File: src/rtl/angle_wrap_if.sv
// rtl/angle_wrap_if.sv - stream bundle between the angle producer, angle_wrap and the sin stage
// Producer drives the master side. angle_wrap sits on the slave side.
interface angle_wrap_if;
  logic        en;
  logic        in_valid;
  logic        cos_sel;
  logic [35:0] angle;
  logic        out_valid;
  logic        cos_sel_out;
  logic [35:0] angle_wrapped;
  logic [19:0] turns;

  modport master (
    output en,
    output in_valid,
    output cos_sel,
    output angle,
    input  out_valid,
    input  cos_sel_out,
    input  angle_wrapped,
    input  turns
  );

  modport slave (
    input  en,
    input  in_valid,
    input  cos_sel,
    input  angle,
    output out_valid,
    output cos_sel_out,
    output angle_wrapped,
    output turns
  );
endinterface

File: src/rtl/angle_wrap.sv
// rtl/angle_wrap.sv - six-stage range reduction of a Q19.16 angle into [-pi, pi]
// An optional +pi/2 offset is applied first so the sin stage can produce cosine.
module angle_wrap (
  input  logic         clk,
  input  logic         rst,
  angle_wrap_if.slave  bus
);

  localparam int LATENCY = 6;

  localparam logic signed [35:0] HALF_PI    = 36'sd102944;
  localparam logic signed [35:0] PI         = 36'sd205887;
  localparam logic signed [35:0] TWO_PI     = 36'sd411775;
  localparam logic        [29:0] INV_TWO_PI = 30'd683565276;

  logic [LATENCY-1:0] vld_q, vld_d;
  logic [LATENCY-1:0] cs_q, cs_d;

  logic signed [35:0] a0_s1_q, a0_s1_d;
  logic signed [71:0] p_s2_q, p_s2_d;
  logic signed [35:0] a0_s2_q, a0_s2_d;
  logic signed [19:0] k_s3_q, k_s3_d;
  logic signed [35:0] a0_s3_q, a0_s3_d;
  logic signed [35:0] m_s4_q, m_s4_d;
  logic signed [35:0] a0_s4_q, a0_s4_d;
  logic signed [19:0] k_s4_q, k_s4_d;
  logic signed [35:0] r_s5_q, r_s5_d;
  logic signed [19:0] k_s5_q, k_s5_d;
  logic signed [35:0] wrapped_q, wrapped_d;
  logic signed [19:0] turns_q, turns_d;

  // Only p[67:47] feeds the turn count; the remaining product bits are by-products.
  logic unused_p_bits;
  assign unused_p_bits = ^{p_s2_q[71:68], p_s2_q[46:0]};

  always_comb begin
    vld_d     = vld_q;
    cs_d      = cs_q;
    a0_s1_d   = a0_s1_q;
    p_s2_d    = p_s2_q;
    a0_s2_d   = a0_s2_q;
    k_s3_d    = k_s3_q;
    a0_s3_d   = a0_s3_q;
    m_s4_d    = m_s4_q;
    a0_s4_d   = a0_s4_q;
    k_s4_d    = k_s4_q;
    r_s5_d    = r_s5_q;
    k_s5_d    = k_s5_q;
    wrapped_d = wrapped_q;
    turns_d   = turns_q;

    if (bus.en) begin
      vld_d = {vld_q[LATENCY-2:0], bus.in_valid};
      cs_d  = {cs_q[LATENCY-2:0], bus.cos_sel};

      a0_s1_d = $signed(bus.angle) + (bus.cos_sel ? HALF_PI : 36'sd0);

      // Reciprocal is unsigned; the zero-extended operand keeps the multiply signed.
      p_s2_d  = $signed({{36{a0_s1_q[35]}}, a0_s1_q}) * $signed({42'd0, INV_TWO_PI});
      a0_s2_d = a0_s1_q;

      k_s3_d  = $signed(p_s2_q[67:48]) + $signed({19'd0, p_s2_q[47]});
      a0_s3_d = a0_s2_q;

      m_s4_d  = $signed({{16{k_s3_q[19]}}, k_s3_q}) * TWO_PI;
      a0_s4_d = a0_s3_q;
      k_s4_d  = k_s3_q;

      r_s5_d = a0_s4_q - m_s4_q;
      k_s5_d = k_s4_q;

      // Rounding error of the reciprocal leaves at most one turn to fix up.
      if (r_s5_q > PI) begin
        wrapped_d = r_s5_q - TWO_PI;
        turns_d   = k_s5_q + 20'sd1;
      end else if (r_s5_q < -PI) begin
        wrapped_d = r_s5_q + TWO_PI;
        turns_d   = k_s5_q - 20'sd1;
      end else begin
        wrapped_d = r_s5_q;
        turns_d   = k_s5_q;
      end
    end
  end

  always_ff @(posedge clk or posedge rst) begin
    if (rst) begin
      vld_q     <= '0;
      cs_q      <= '0;
      a0_s1_q   <= '0;
      p_s2_q    <= '0;
      a0_s2_q   <= '0;
      k_s3_q    <= '0;
      a0_s3_q   <= '0;
      m_s4_q    <= '0;
      a0_s4_q   <= '0;
      k_s4_q    <= '0;
      r_s5_q    <= '0;
      k_s5_q    <= '0;
      wrapped_q <= '0;
      turns_q   <= '0;
    end else begin
      vld_q     <= vld_d;
      cs_q      <= cs_d;
      a0_s1_q   <= a0_s1_d;
      p_s2_q    <= p_s2_d;
      a0_s2_q   <= a0_s2_d;
      k_s3_q    <= k_s3_d;
      a0_s3_q   <= a0_s3_d;
      m_s4_q    <= m_s4_d;
      a0_s4_q   <= a0_s4_d;
      k_s4_q    <= k_s4_d;
      r_s5_q    <= r_s5_d;
      k_s5_q    <= k_s5_d;
      wrapped_q <= wrapped_d;
      turns_q   <= turns_d;
    end
  end

  assign bus.out_valid     = vld_q[LATENCY-1];
  assign bus.cos_sel_out   = cs_q[LATENCY-1];
  assign bus.angle_wrapped = wrapped_q;
  assign bus.turns         = turns_q;

endmodule

File: src/flat_wrapper.sv
// flat-port wrapper written by rule: the top's interface ports become plain ports
module angle_wrap_flat 
  (clk, rst, bus_en, bus_in_valid, bus_cos_sel, bus_angle, bus_out_valid, bus_cos_sel_out, bus_angle_wrapped, bus_turns);
  angle_wrap_if bus_i ();
  input  logic clk;
  input  logic rst;
  input wire logic [$bits(bus_i.en)-1:0] bus_en;
  input wire logic [$bits(bus_i.in_valid)-1:0] bus_in_valid;
  input wire logic [$bits(bus_i.cos_sel)-1:0] bus_cos_sel;
  input wire logic [$bits(bus_i.angle)-1:0] bus_angle;
  output wire logic [$bits(bus_i.out_valid)-1:0] bus_out_valid;
  output wire logic [$bits(bus_i.cos_sel_out)-1:0] bus_cos_sel_out;
  output wire logic [$bits(bus_i.angle_wrapped)-1:0] bus_angle_wrapped;
  output wire logic [$bits(bus_i.turns)-1:0] bus_turns;
  assign bus_i.en = bus_en;
  assign bus_i.in_valid = bus_in_valid;
  assign bus_i.cos_sel = bus_cos_sel;
  assign bus_i.angle = bus_angle;
  assign bus_out_valid = bus_i.out_valid;
  assign bus_cos_sel_out = bus_i.cos_sel_out;
  assign bus_angle_wrapped = bus_i.angle_wrapped;
  assign bus_turns = bus_i.turns;
  angle_wrap u_core (.clk(clk), .rst(rst), .bus(bus_i));
endmodule
File: config.mk
export PLATFORM = sky130hd
export DESIGN_NAME = angle_wrap_flat
export DESIGN_NICKNAME = d
export VERILOG_FILES = /design/src/rtl/angle_wrap_if.sv /design/src/rtl/angle_wrap.sv /design/src/flat_wrapper.sv
export SDC_FILE = /design/constraint.sdc
export NUM_CORES = 2
export LEC_CHECK = 0
export BUFFER_PORTS_ARGS = -buffer_cell sky130_fd_sc_hd__buf_2
export CAP_MARGIN = 20
export CORE_MARGIN = 8
export CORE_UTILIZATION = 59
export DETAILED_ROUTE_END_ITERATION = 10
export PLACE_DENSITY_LB_ADDON = 0.12
export SYNTH_ARGS = -nofsm -noshare
export SYNTH_HDL_FRONTEND = slang
export SYNTH_SLANG_ARGS = --single-unit
export TNS_END_PERCENT = 20
File: constraint.sdc
create_clock -name clk -period 12.3 [get_ports clk]
set_input_delay 2.46 -clock clk [delete_from_list [all_inputs] [get_ports clk]]
set_output_delay 2.46 -clock clk [all_outputs]
set_load 0.1 [all_outputs]
---- After elaboration in Yosys (flattened, before gate mapping) ----
Cells that the tools add are included.
cells by class
  muxes and demuxes ....................... 5
  $add $sub $neg .......................... 7
  $mul .................................... 2
  $lt $le $gt $ge ......................... 2
operator list
  cell                                                                            number
  36-bit 2-to-1 mux                                                               2
  36-bit by 29-bit multiplier with 65-bit output, second input constant           1
  20-bit 2-to-1 mux                                                               2
  36-bit by 20-bit adder with 36-bit output, second input constant                1
  36-bit adder                                                                    1
  36-bit by 19-bit > comparator with 1-bit output, second input constant          1
  36-bit by 19-bit less-than comparator with 1-bit output, second input constant  1
  20-bit by 20-bit multiplier with 36-bit output, second input constant           1
  36-bit by 20-bit subtractor with 36-bit output, second input constant           1
  36-bit subtractor                                                               1
  19-bit by 2-bit adder with 20-bit output                                        1
  20-bit by 2-bit adder with 20-bit output, second input constant                 1
  20-bit by 2-bit subtractor with 20-bit output, second input constant            1
  17-bit 2-to-1 mux                                                               1
storage, ports and cells
  word-level logic and storage cells ...... 30
  output and inout port bits .............. 58
  bits of input ports ..................... 41
  flip-flop bits (word level) ............. 409

---- Depth between registers and ports, before layout ----
  depth in word-level cells ............... 3
  gate-level depth with buffers ........... 26
  mapped depth without buffers ............ 25

---- Worst setup path before layout ----
Ideal clock, no wire load.
  path kind ............................... reg-to-reg
  start ................................... register u_core.a0_s1_q[35]
  end ..................................... register u_core.p_s2_q[60]
  buffers on the path ..................... 2
  arrival ................................. 9.204 ns
  clock period less this slack ............ 9.299 ns
  setup time .............................. 0.095 ns
  path slack .............................. 3.001 ns
  data required time ...................... 12.205 ns
  stages on the path, launching flop included .. 24
  cell sequence ........................... dfrtp_1 clkbuf_1 inv_1 clkbuf_1 fa_1 inv_1 fa_1 fa_1 fa_1 fa_1 inv_1 fa_1 inv_1 ha_1 nand3_1 nor3_1 a221oi_1 o21ai_0 or4_1 a21oi_1 o31ai_1 o311a_1 o21a_1 o31ai_1
between the ends
  word-level cells in the longest chain between the ends .. 1
ends and longest elaborated chain
  item                                            RTL line           source
  start: declaration                              angle_wrap.sv:19   logic signed [35:0] a0_s1_q, a0_s1_d;
  start signal: assignment                        angle_wrap.sv:105  a0_s1_q <= a0_s1_d;
  36-bit by 29-bit multiplier with 65-bit output  angle_wrap.sv:59   p_s2_d = $signed({{36{a0_s1_q[35]}}, a0_s1_q}) * $signed({42'd0, INV_TWO_PI});
  end signal: assignment                          angle_wrap.sv:106  p_s2_q <= p_s2_d;
  end: declaration                                angle_wrap.sv:20   logic signed [71:0] p_s2_q, p_s2_d;
No other way between the ends.
A chain may end at the register's enable or synchronous reset.

---- Worst setup path in the final report ----
  start ................................... register u_core.a0_s1_q[13]
  end ..................................... register u_core.p_s2_q[60]
Same word-level chain as after synthesis.

==> summary.txt <==
Status
  – Outcome: finished, final reports clean

Timing
  – Worst slew margin: 0.333
  – Hold Violations, Final: 0
  – Fmax: 117 MHz
  – Min Tclk post-route: between 8000 and 9000 ps
  – Least-Margin Pin Slew: approximately 990 ps
  – RSZ-0062 raised after global routing: no
  – # setup viols final: 0
  – Slew Viols, Final: 0
  – Final Cycle Share: 0.694
  – Worst Skew: about 28 ps
  – Total negative slack: 0 ps

Global route
  – Initial antenna violation count: 3
  – Vias in the first global route: just over 30,000
  – First-pass GRT wire length: around 180,000 um
  – Largest net degree at the start of global routing: between 150 and 200
  – Gr ovfl total: 0
  – GRT Total Usage: 0.269

Logic synthesis
  – Seq/Total Area, Yosys: 0.207
  – Area share of and/or/nand/nor cells after synthesis: 0.0627
  – Largest family of logic cells by synthesized area: adder cells
  – Top-count cell post-synth: inv_1
  – Post-synthesis compound-gate area fraction: 0.0863
  – EDFF count, synth: 0
  – Net Count, Synth: approximately 5,500
  – Largest area contributor in the netlist: fa_1
  – Netlist Area Pre-Place: roughly 0.044 mm^2
  – Post-Syn Instances: between 4,000 and 5,000
  – Mapped Avg Cell Area: around 10 um^2
  – Main flop type after synthesis: dfrtp_1
  – Post-synthesis mux area share: 0.0633
  – Count of cell types in the netlist: slightly below 80
  – Largest cells by area after synthesis: fa_1, dfrtp_1, ha_1, inv_1, mux2_2
  – XOR/XNOR share of the synthesized area: 0.0448
  – Post-Synth Adder-Cell Area: 0.436
  – Async SR Flop Fraction: 1.00
  – Top-area cell type share of the netlist area: 0.292
  – Synthesized flop and latch total: about 360
  – Synth top cells by count: inv_1, fa_1, ha_1
  – Yosys warns: 0

Cells and area
  – Share of layout cells above drive strength 1: 0.103
  – Antenna diodes: 0
  – Reg area: 0.00909 mm^2
  – Footprint of the multi-input gates: about 0.030 mm^2
  – Filler Cell Count: ~6,200
  – Layout Nets: 5,568
  – Area growth syn-to-layout: 6.88%

Clock tree
  – Clock buffer count from CTS: 41
  – CTS tree: yes
  – Clock-pin slew on the worst setup and hold paths: ~60 ps
  – Cts repair resizes: 0
  – Hold buffer count at cts: 0
  – Clk root buf: clkbuf_16
  – H-tree depth: 2
  – # Post-CTS Setup Buffers: 0
  – Clock latency on the worst-skew pair: between 500 and 600 ps
  – Bufs on Longest Clock Path: 3
  – # clock sinks: around 360

Worst hold path
  – Worst Hold Class: reg -> reg
  – Min-delay src: u_core.a0_s2_q[26]

Floorplan
  – Core Region: 0.0741 mm^2
  – Die area: 0.0835 mm^2
  – Num ports: slightly below 100
  – Die Ht: roughly 290 um
  – Initial Util: 0.593
  – Std cell rows: 100
  – Die width: approximately 290 um

Detailed routing
  – Detailed-route via count: ~30,000
  – Vias per std cell: approximately 5.5
  – Final ANT Viol Nets: 0
  – DRC: 0
  – WL/cell: around 20 um
  – Initial drt markers: slightly below 2,000
  – Router iterations before antenna repair: 5
  – Total Wirelength: roughly 110,000 um

Place
  – PortBufs: 98
  – Post-DP HPWL: approximately 89,000 um
  – Routability Congestion: ~0.95

Critical path
  – Startpoint types: flip-flop
  – CP max-delay cell: fa_1
  – Arrival @ worst endpoint: 9000 ps
  – Max stage delay on crit path: 640 ps
  – Crit end category: flip-flop
  – Cell Chain, Critical Path: inv_1 > fa_1 > inv_1 > fa_1 > ha_1 > fa_1 > fa_1 > fa_1 > fa_1 > inv_1 > fa_1 > inv_1 > ha_1 > a21oi_1 > o21ai_0 > a221oi_1 > o21ai_0 > or4_1 > a21oi_1 > o31ai_1 > o311a_1 > o21a_1 > o31ai_1
  – Most frequent CP cell: fa_1
  – Reg2reg start: u_core.a0_s1_q[13]
  – Crit path buf inv count: 4
  – WP data required: around 13,000 ps
  – Crit-path leading delay family: adder cells
  – Worst setup path class: reg -> reg
  – CP Launch Point: u_core.a0_s1_q[13]
  – CP max FO: 7

Job
  – Max cap viols: 0
path summary, 6_finish.rpt:
check / slack (ps) / to / cells after the start
hold reg to reg: 490 / u_core.a0_s3_q[26] / 1
hold / removal: 490 / u_core.a0_s3_q[26] / 1
setup / recovery: 3760 / u_core.p_s2_q[60] / 23
setup reg to reg: 3760 / u_core.p_s2_q[60] / 23
max in group asynchronous: 8180 / u_core.k_s3_q[19] / 4
min in group asynchronous: 2020 / u_core.a0_s1_q[4] / 2
cell families after synthesis:
| group | after synthesis |
|---|---|
| AO/OA/AOI/OAI | 592 |
| multiplexers | 249 |
| buffers and inverters | 1174 |
| AND/OR/NAND/NOR | 571 |
| flip-flops | 363 |
| XOR/XNOR | 225 |
| adder cells (fa/ha/maj) | 1146 |
worst register-to-register path, cell delays in order, from the launching register on:
cell	delay [ps]
dfrtp_1	610
inv_1	430
fa_1	640
inv_1	50
fa_1	490
ha_1	320
fa_1	570
fa_1	440
fa_1	460
fa_1	510
inv_1	50
fa_1	470
inv_1	50
ha_1	340
a21oi_1	260
o21ai_0	220
a221oi_1	330
o21ai_0	160
or4_1	590
a21oi_1	420
o31ai_1	280
o311a_1	380
o21a_1	180
o31ai_1	180
per-stage QoR:
step | worst slack (ps) | hold WS [ps] | area [um^2] | util | instances
2_1_floorplan | 3000 | 449 | 43900 | - | 4320
3_3_place_gp | 3900 | 468 | 45500 | 0.614 | 5307
3_5_place_dp | 3880 | 480 | 45500 | 0.614 | 5307
4_1_cts | 3800 | 493 | 46900 | 0.634 | 5383
5_1_grt | 3240 | 509 | 47000 | 0.634 | 5384
6_report | 3760 | 488 | 47000 | 0.634 | 5384
layer usage:
metal,track usage,up-vias,share of wire
li1,-,14000,-
met1,0.394,15000,0.46
met2,0.427,733,0.46
met3,0.0354,153,0.054
met4,0.0580,4,0.023
met5,0,-,0.00019
layout by cell type (no fill, tap or decap), drive strengths merged, types with 11 or more instances in the layout:
cell / synthesis / routed
a211oi: 20 / 20
a21o: 66 / 66
a21oi: 179 / 179
a31oi: 26 / 26
and2: 17 / 17
and3: 27 / 27
buf: 10 / 123
clkbuf: 94 / 51
clkinv: 1 / 11
dfrtp: 363 / 363
fa: 640 / 640
ha: 505 / 505
inv: 1069 / 1075
mux2: 232 / 232
mux2i: 17 / 17
nand2: 153 / 153
nand2b: 12 / 12
nand3: 67 / 67
nand4: 22 / 22
nor2: 148 / 148
nor2b: 16 / 16
nor3: 38 / 38
nor4: 11 / 11
o21a: 23 / 23
o21ai: 119 / 119
o21bai: 20 / 20
o22ai: 12 / 12
o31ai: 23 / 23
or2: 14 / 14
or3: 18 / 18
xnor2: 139 / 139
xor2: 86 / 86
registers in the layout (all words and copies together), names as in the netlist:
signal / cells
u_core.k_s5_q: 20
u_core.m_s4_q: 35
u_core.k_s3_q: 20
u_core.a0_s1_q: 36
u_core.r_s5_q: 36
u_core.a0_s4_q: 36
u_core.a0_s2_q: 36
u_core.bus.turns: 20
u_core.p_s2_q: 20
u_core.bus.angle_wrapped: 36
u_core.k_s4_q: 20
u_core.vld_q: 6
u_core.cs_q: 6
u_core.a0_s3_q: 36
cell type report:
cell class,count,share of cell area
flip-flops and latches,363,0.194
clock buffers,51,0.0240
multi-input cells,2783,0.648
inverters,1070,0.0856
clock inverters,25,0.00735
repair buffers,123,0.0156
well taps,969,0.0258
Power is not shown: default switching activity piles up to over one toggle a cycle in this logic, so the estimate is an artifact.
